### config.mk
export PLATFORM = sky130hd
export DESIGN_NAME = edit_sequencer
export DESIGN_NICKNAME = d
export VERILOG_FILES = /design/src/rtl/edit_sequencer.sv
export SDC_FILE = /design/constraint.sdc
export NUM_CORES = 1
export LEC_CHECK = 0
export CAP_MARGIN = 0
export CORE_ASPECT_RATIO = 0.6
export CORE_MARGIN = 2
export CORE_UTILIZATION = 53
export CTS_BUF_LIST = sky130_fd_sc_hd__clkbuf_2 sky130_fd_sc_hd__clkbuf_4 sky130_fd_sc_hd__clkbuf_8
export DETAILED_ROUTE_END_ITERATION = 16
export HOLD_SLACK_MARGIN = 0.05
export PLACE_DENSITY = 0.79
export RECOVER_POWER = 25
export SETUP_SLACK_MARGIN = 0.15
export SLEW_MARGIN = 20
export SYNTH_ARGS = -nofsm -noshare
export SYNTH_HDL_FRONTEND = slang
export SYNTH_SLANG_ARGS = --single-unit
### constraint.sdc
create_clock -name clock_50MHz -period 3.4 [get_ports clock_50MHz]
set_input_delay 0.34 -clock clock_50MHz [delete_from_list [all_inputs] [get_ports clock_50MHz]]
set_output_delay 0.34 -clock clock_50MHz [all_outputs]
set_load 0.02 [all_outputs]
### src/rtl/edit_sequencer.sv
`default_nettype none
// ============================================================================
// Module   : edit_sequencer
// Brief    : Key/tick front end and edit-mode FSM for clock/date/d-day setting.
// Revision : 1.0
// ============================================================================
module edit_sequencer #(
    parameter int TIMEOUT_TICKS = 40,
    parameter int REPEAT_DELAY  = 4
) (
    input  logic        clock_50MHz,
    input  logic        reset,
    input  logic        tick_4Hz,
    input  logic        key_mode_n,
    input  logic        key_shift_n,
    input  logic        key_up_n,
    output logic [2:0]  set,
    output logic [14:0] up,
    output logic [14:0] select,
    output logic        blink
);
    localparam logic [1:0] c_ST_RUN   = 2'd0;
    localparam logic [1:0] c_ST_CLOCK = 2'd1;
    localparam logic [1:0] c_ST_DATE  = 2'd2;
    localparam logic [1:0] c_ST_DDAY  = 2'd3;

    localparam int IW = (TIMEOUT_TICKS < 2) ? 1 : $clog2(TIMEOUT_TICKS + 1);
    localparam int HW = (REPEAT_DELAY < 2) ? 1 : $clog2(REPEAT_DELAY + 1);
    localparam logic [IW-1:0] c_IDLE_MAX = IW'(TIMEOUT_TICKS);
    localparam logic [HW-1:0] c_HOLD_MAX = HW'(REPEAT_DELAY);

    // Key vectors are {up, shift, mode}; synchronizers idle at the released level.
    logic [2:0]    r_key_s1, r_key_s2, r_key_d;
    logic          r_tick_s1, r_tick_s2, r_tick_d;
    logic [1:0]    r_state;
    logic [2:0]    r_cursor;
    logic [IW-1:0] r_idle;
    logic [HW-1:0] r_hold;
    logic [14:0]   r_up, r_select;
    logic          r_blink;

    logic [2:0]    w_press;
    logic          w_tick, w_edit, w_timeout, w_held, w_repeat;
    logic          w_mode, w_shift, w_upev, w_strobe, w_change;
    logic [1:0]    w_state_nxt;
    logic [2:0]    w_cursor_nxt, w_cur_max;
    logic [14:0]   w_up_nxt, w_sel_nxt;

    function automatic logic [3:0] f_base(input logic [1:0] st);
        case (st)
            c_ST_DATE: return 4'd3;
            c_ST_DDAY: return 4'd9;
            default:   return 4'd0;
        endcase
    endfunction

    assign w_press   = r_key_d & ~r_key_s2;
    assign w_tick    = r_tick_s2 & ~r_tick_d;
    assign w_edit    = (r_state != c_ST_RUN);
    assign w_timeout = w_edit && (r_idle == c_IDLE_MAX);
    assign w_held    = w_edit && !r_key_s2[2];
    assign w_repeat  = w_held && w_tick && (r_hold == c_HOLD_MAX);
    assign w_mode    = w_press[0];
    assign w_shift   = w_press[1] & ~w_press[0];
    assign w_upev    = (w_press[2] | w_repeat) & ~w_press[0] & ~w_press[1];
    assign w_cur_max = (r_state == c_ST_CLOCK) ? 3'd2 : 3'd5;

    always_comb begin
        w_state_nxt  = r_state;
        w_cursor_nxt = r_cursor;
        w_strobe     = 1'b0;
        if (w_timeout) begin
            w_state_nxt = c_ST_RUN;
        end else if (w_mode) begin
            w_state_nxt = r_state + 2'd1;
        end else if (w_edit && w_shift) begin
            w_cursor_nxt = (r_cursor == w_cur_max) ? 3'd0 : r_cursor + 3'd1;
        end else if (w_edit && w_upev) begin
            w_strobe = 1'b1;
        end
        w_change = (w_state_nxt != r_state);
        if (w_change) begin
            w_cursor_nxt = 3'd0;
        end
        w_up_nxt  = w_strobe ? (15'd1 << (f_base(r_state) + {1'b0, r_cursor})) : 15'd0;
        w_sel_nxt = (w_state_nxt == c_ST_RUN) ? 15'd0
                  : (15'd1 << (f_base(w_state_nxt) + {1'b0, w_cursor_nxt}));
    end

    always_ff @(posedge clock_50MHz) begin
        if (!reset) begin
            r_key_s1  <= 3'b111;
            r_key_s2  <= 3'b111;
            r_key_d   <= 3'b111;
            r_tick_s1 <= 1'b0;
            r_tick_s2 <= 1'b0;
            r_tick_d  <= 1'b0;
            r_state   <= c_ST_RUN;
            r_cursor  <= 3'd0;
            r_idle    <= '0;
            r_hold    <= '0;
            r_up      <= 15'd0;
            r_select  <= 15'd0;
            r_blink   <= 1'b0;
        end else begin
            r_key_s1  <= {key_up_n, key_shift_n, key_mode_n};
            r_key_s2  <= r_key_s1;
            r_key_d   <= r_key_s2;
            r_tick_s1 <= tick_4Hz;
            r_tick_s2 <= r_tick_s1;
            r_tick_d  <= r_tick_s2;
            r_state   <= w_state_nxt;
            r_cursor  <= w_cursor_nxt;
            r_up      <= w_up_nxt;
            r_select  <= w_sel_nxt;

            if (w_state_nxt == c_ST_RUN)
                r_blink <= 1'b0;
            else if (w_change)
                r_blink <= 1'b1;
            else if (w_tick)
                r_blink <= ~r_blink;

            // Any press, including discarded ones and repeat strobes, restarts the timeout.
            if (w_state_nxt == c_ST_RUN || w_change || (|w_press) || w_repeat)
                r_idle <= '0;
            else if (w_tick && r_idle != c_IDLE_MAX)
                r_idle <= r_idle + 1'b1;

            if (!w_held || w_change)
                r_hold <= '0;
            else if (w_tick && r_hold != c_HOLD_MAX)
                r_hold <= r_hold + 1'b1;
        end
    end

    always_comb begin
        case (r_state)
            c_ST_CLOCK: set = 3'b001;
            c_ST_DATE:  set = 3'b010;
            c_ST_DDAY:  set = 3'b100;
            default:    set = 3'b000;
        endcase
    end

    assign up     = r_up;
    assign select = r_select;
    assign blink  = r_blink;

endmodule
`default_nettype wire

==> results.py <==
metrics = {
    "outcome": {
        "outcome": "complete, no violations",
    },
    "die": {
        "core_region_area_mm2": 0.00449,
        "die_h_um": 56.5,
        "fp-row-count": 19,
        "die_area_mm2": 0.00516,
        "design.portCount": 40,
        "fp.dieW_um": 91.5,
        "start_util_pct": 54.1,
    },
    "critical_path": {
        "critPathMaxFanout": 8,
        "crit_path_end_kind": "flip-flop",
        "slowest_stage": "or4_4",
        "cp_top_family": "adder cells",
        "worstPathArrival_ps": 3290,
        "cp_cell_sequence": "inv_1 > ha_1 > inv_1 > nand3_1 > mux2i_2 > nor2_1 > ha_1 > fa_2 > or4_4 > o32ai_1",
        "critical_path_buf_inv_count": 2,
        "critPathLaunchType": "flip-flop",
        "critical_path_class": "flip-flop to flip-flop",
        "worstPathRequired_ps": 3620,
        "slowest_delay_ps": 610,
    },
    "timing": {
        "drv_slew": 0,
        "worstMarginPinSlew_ps": 701,
        "skew_ps": 7.25,
        "finalCritPeriodShare_pct": 90.0,
        "hold_viol_final": 0,
        "period_needed_ps": 3060,
        "setup_viol": 0,
        "rsz0062_at_grt": "false",
        "slew_headroom_pct": 53.0,
        "fmax_mhz": 327,
        "finalSetupTns_ps": 0,
    },
    "synthesis": {
        "synth-seq-cells": 57,
        "synth_cells": 247,
        "yosys_warnings": 0,
        "synth-main-ff-cell": "dfxtp_1",
        "netlist_area_mm2": 0.00243,
        "synth_cell_type_count": 43,
        "seq_area_frac_synth_pct": 46.9,
        "synthesis.nets": 270,
        "synth_edf_count": 0,
        "syn_area_per_cell_um2": 9.85,
        "async_reset_ff_share_pct": 0,
    },
    "cts": {
        "numClockSinks": 57,
        "cts_max_path_buffers": 2,
        "root_buffer": "clkbuf_8",
        "cts_tree": "yes",
        "cts_hold_buffers": 0,
        "clk_pin_slew_worst_paths_ps": 60,
        "clk_latency_ps": 340,
        "cts_max_level": 3,
        "cts_setup_buffers": 0,
        "cts_buffers": 9,
    },
    "global_route": {
        "antenna_found_initial": 0,
        "grt_pass1_vias": 1748,
        "grt_overflow": 0,
        "grt_pass1_wl_um": 8560,
        "grtUsageTotal_pct": 21.9,
        "grt_start_max_net_pins": 14,
    },
    "final_layout": {
        "final_cells": 360,
        "nets": 316,
        "antenna_cells": 0,
        "layout-drive-gt1-share_pct": 11.1,
        "final_common_cell": "dfxtp_1",
        "layout_common_cells": "dfxtp_1, nor2_1, clkdlybuf4s50_1",
        "area_growth_pct": 28.1,
    },
    "routing": {
        "vias_per_cell": 5.48,
        "routed_wl_um": 5260,
        "wire_per_inst_um": 14.6,
        "ant_nets": 0,
        "drtIter0Drc": 167,
        "via_count": 1973,
        "dr.pass1.iters": 4,
        "remaining_drc_errors": 0,
    },
    "power": {
        "peakVddDrop_mv": 0.328,
        "powerDensity_mw_per_mm2": 443,
        "finalPower_mw": 1.38,
        "p_leak_nw": 1.18,
    },
    "placement": {
        "dp_cells": 345,
        "hpwl_um": 3790,
        "portBuffers": 39,
        "gp_congestion": 0.919,
    },
    "min_path": {
        "hold_class": "flip-flop to flip-flop",
    },
    "job": {
        "cap_violations": 0,
    },
}
==> cells in the mapped netlist (2+ instances only) <==
| master | number | share of area [%] |
|---|---|---|
| a21boi_0 | 3 | 0.93 |
| a21oi_1 | 6 | 1.2 |
| a31oi_1 | 2 | 0.51 |
| and2_1 | 5 | 1.3 |
| clkbuf_1 | 4 | 0.62 |
| dfxtp_1 | 57 | 47 |
| fa_1 | 2 | 1.6 |
| ha_1 | 15 | 7.7 |
| inv_1 | 9 | 1.4 |
| mux2i_1 | 3 | 1.2 |
| nand2_1 | 17 | 2.6 |
| nand2b_1 | 18 | 4.6 |
| nand3_1 | 4 | 0.82 |
| nand3b_1 | 4 | 1.2 |
| nand4_1 | 3 | 0.77 |
| nor2_1 | 30 | 4.6 |
| nor2b_1 | 4 | 1.0 |
| nor3_1 | 7 | 1.4 |
| nor4_1 | 2 | 0.51 |
| o32ai_1 | 15 | 5.4 |
| or2_2 | 5 | 1.3 |
| xnor2_1 | 7 | 2.5 |
| xor2_1 | 5 | 1.8 |
==> metal layers <==
metal,GRT usage [%],wire length [um]
met1,32.5,2620
met2,27.1,2040
met3,9.53,548
met4,8.66,55
met5,0,0
==> layout make-up <==
cell class	instances	area, um2
Clock inverter	3	40.0
Clock buffer	12	159
Inverter	9	33.8
Tap cell	63	78.8
Multi-Input combinational cell	175	1260
Timing Repair Buffer	41	402
Sequential cell	57	1140
Fill cell	328	1380
==> through the flow <==
stage / instance area, um2 / util [%] / hold slack (ps) / setup WS (ps)
global route: 3120 / 69.4 / 433 / 206
global placement: 2890 / 64.4 / 389 / 323
floorplan: 2430 / - / 386 / 418
finish: 3120 / 69.4 / 408 / 339
CTS: 3090 / 68.8 / 412 / 194
detailed placement: 2890 / 64.4 / 396 / 150
==> what timing repair did <==
action | in CTS | in global routing
endpoints found under the hold margin | 0 | 0
gates cloned | 0 | 0
endpoints found under the setup margin | 2 | 14
pin swaps | 0 | 0
gates resized for setup | 1 | 6
==> logic make-up (layout without fill, tap and decap cells) <==
kind of cell	count (synthesis)	count (layout)	synth area share, %
XOR/XNOR	12	12	4.32
buffers and inverters	15	65	2.42
adder cells (fa/ha/maj)	17	17	9.36
flip-flops	57	57	46.9
multiplexers	3	3	1.23
AND/OR/NAND/NOR	107	107	23.4
AO/OA/AOI/OAI	36	36	12.4
==> state kept, by name (all words and copies together), names as in the netlist, 2 cells and up <==
| name | count |
|---|---|
| r_key_s1 | 3 |
| r_cursor | 3 |
| select | 15 |
| up | 15 |
| r_state | 2 |
| r_hold | 3 |
| r_key_s2 | 3 |
| r_key_d | 3 |
| r_idle | 6 |
==> final timing paths <==
kind               startpoint     endpoint  slack, ps  cells after the start
hold / removal    r_key_s1[1]  r_key_s2[1]        410                      1
setup reg to reg   r_state[1]   select[13]        340                     10
setup / recovery   r_state[1]   select[13]        340                     10
hold reg to reg   r_key_s1[1]  r_key_s2[1]        410                      1
==> power by group <==
part,internal (mW),switching (mW)
Sequential,0.677,0.00566
Clock,0.380,0.249
Combinational,0.0294,0.0412
Total,1.09,0.296
==> worst register-to-register path, stage by stage (launching register included) <==
cell and delay (ps):
dfxtp_1 470, inv_1 110, ha_1 280, inv_1 130, nand3_1 120, mux2i_2 300, nor2_1 100, ha_1 250
fa_2 390, or4_4 610, o32ai_1 190
No activity file was read; power rests on OpenSTA's default activity.
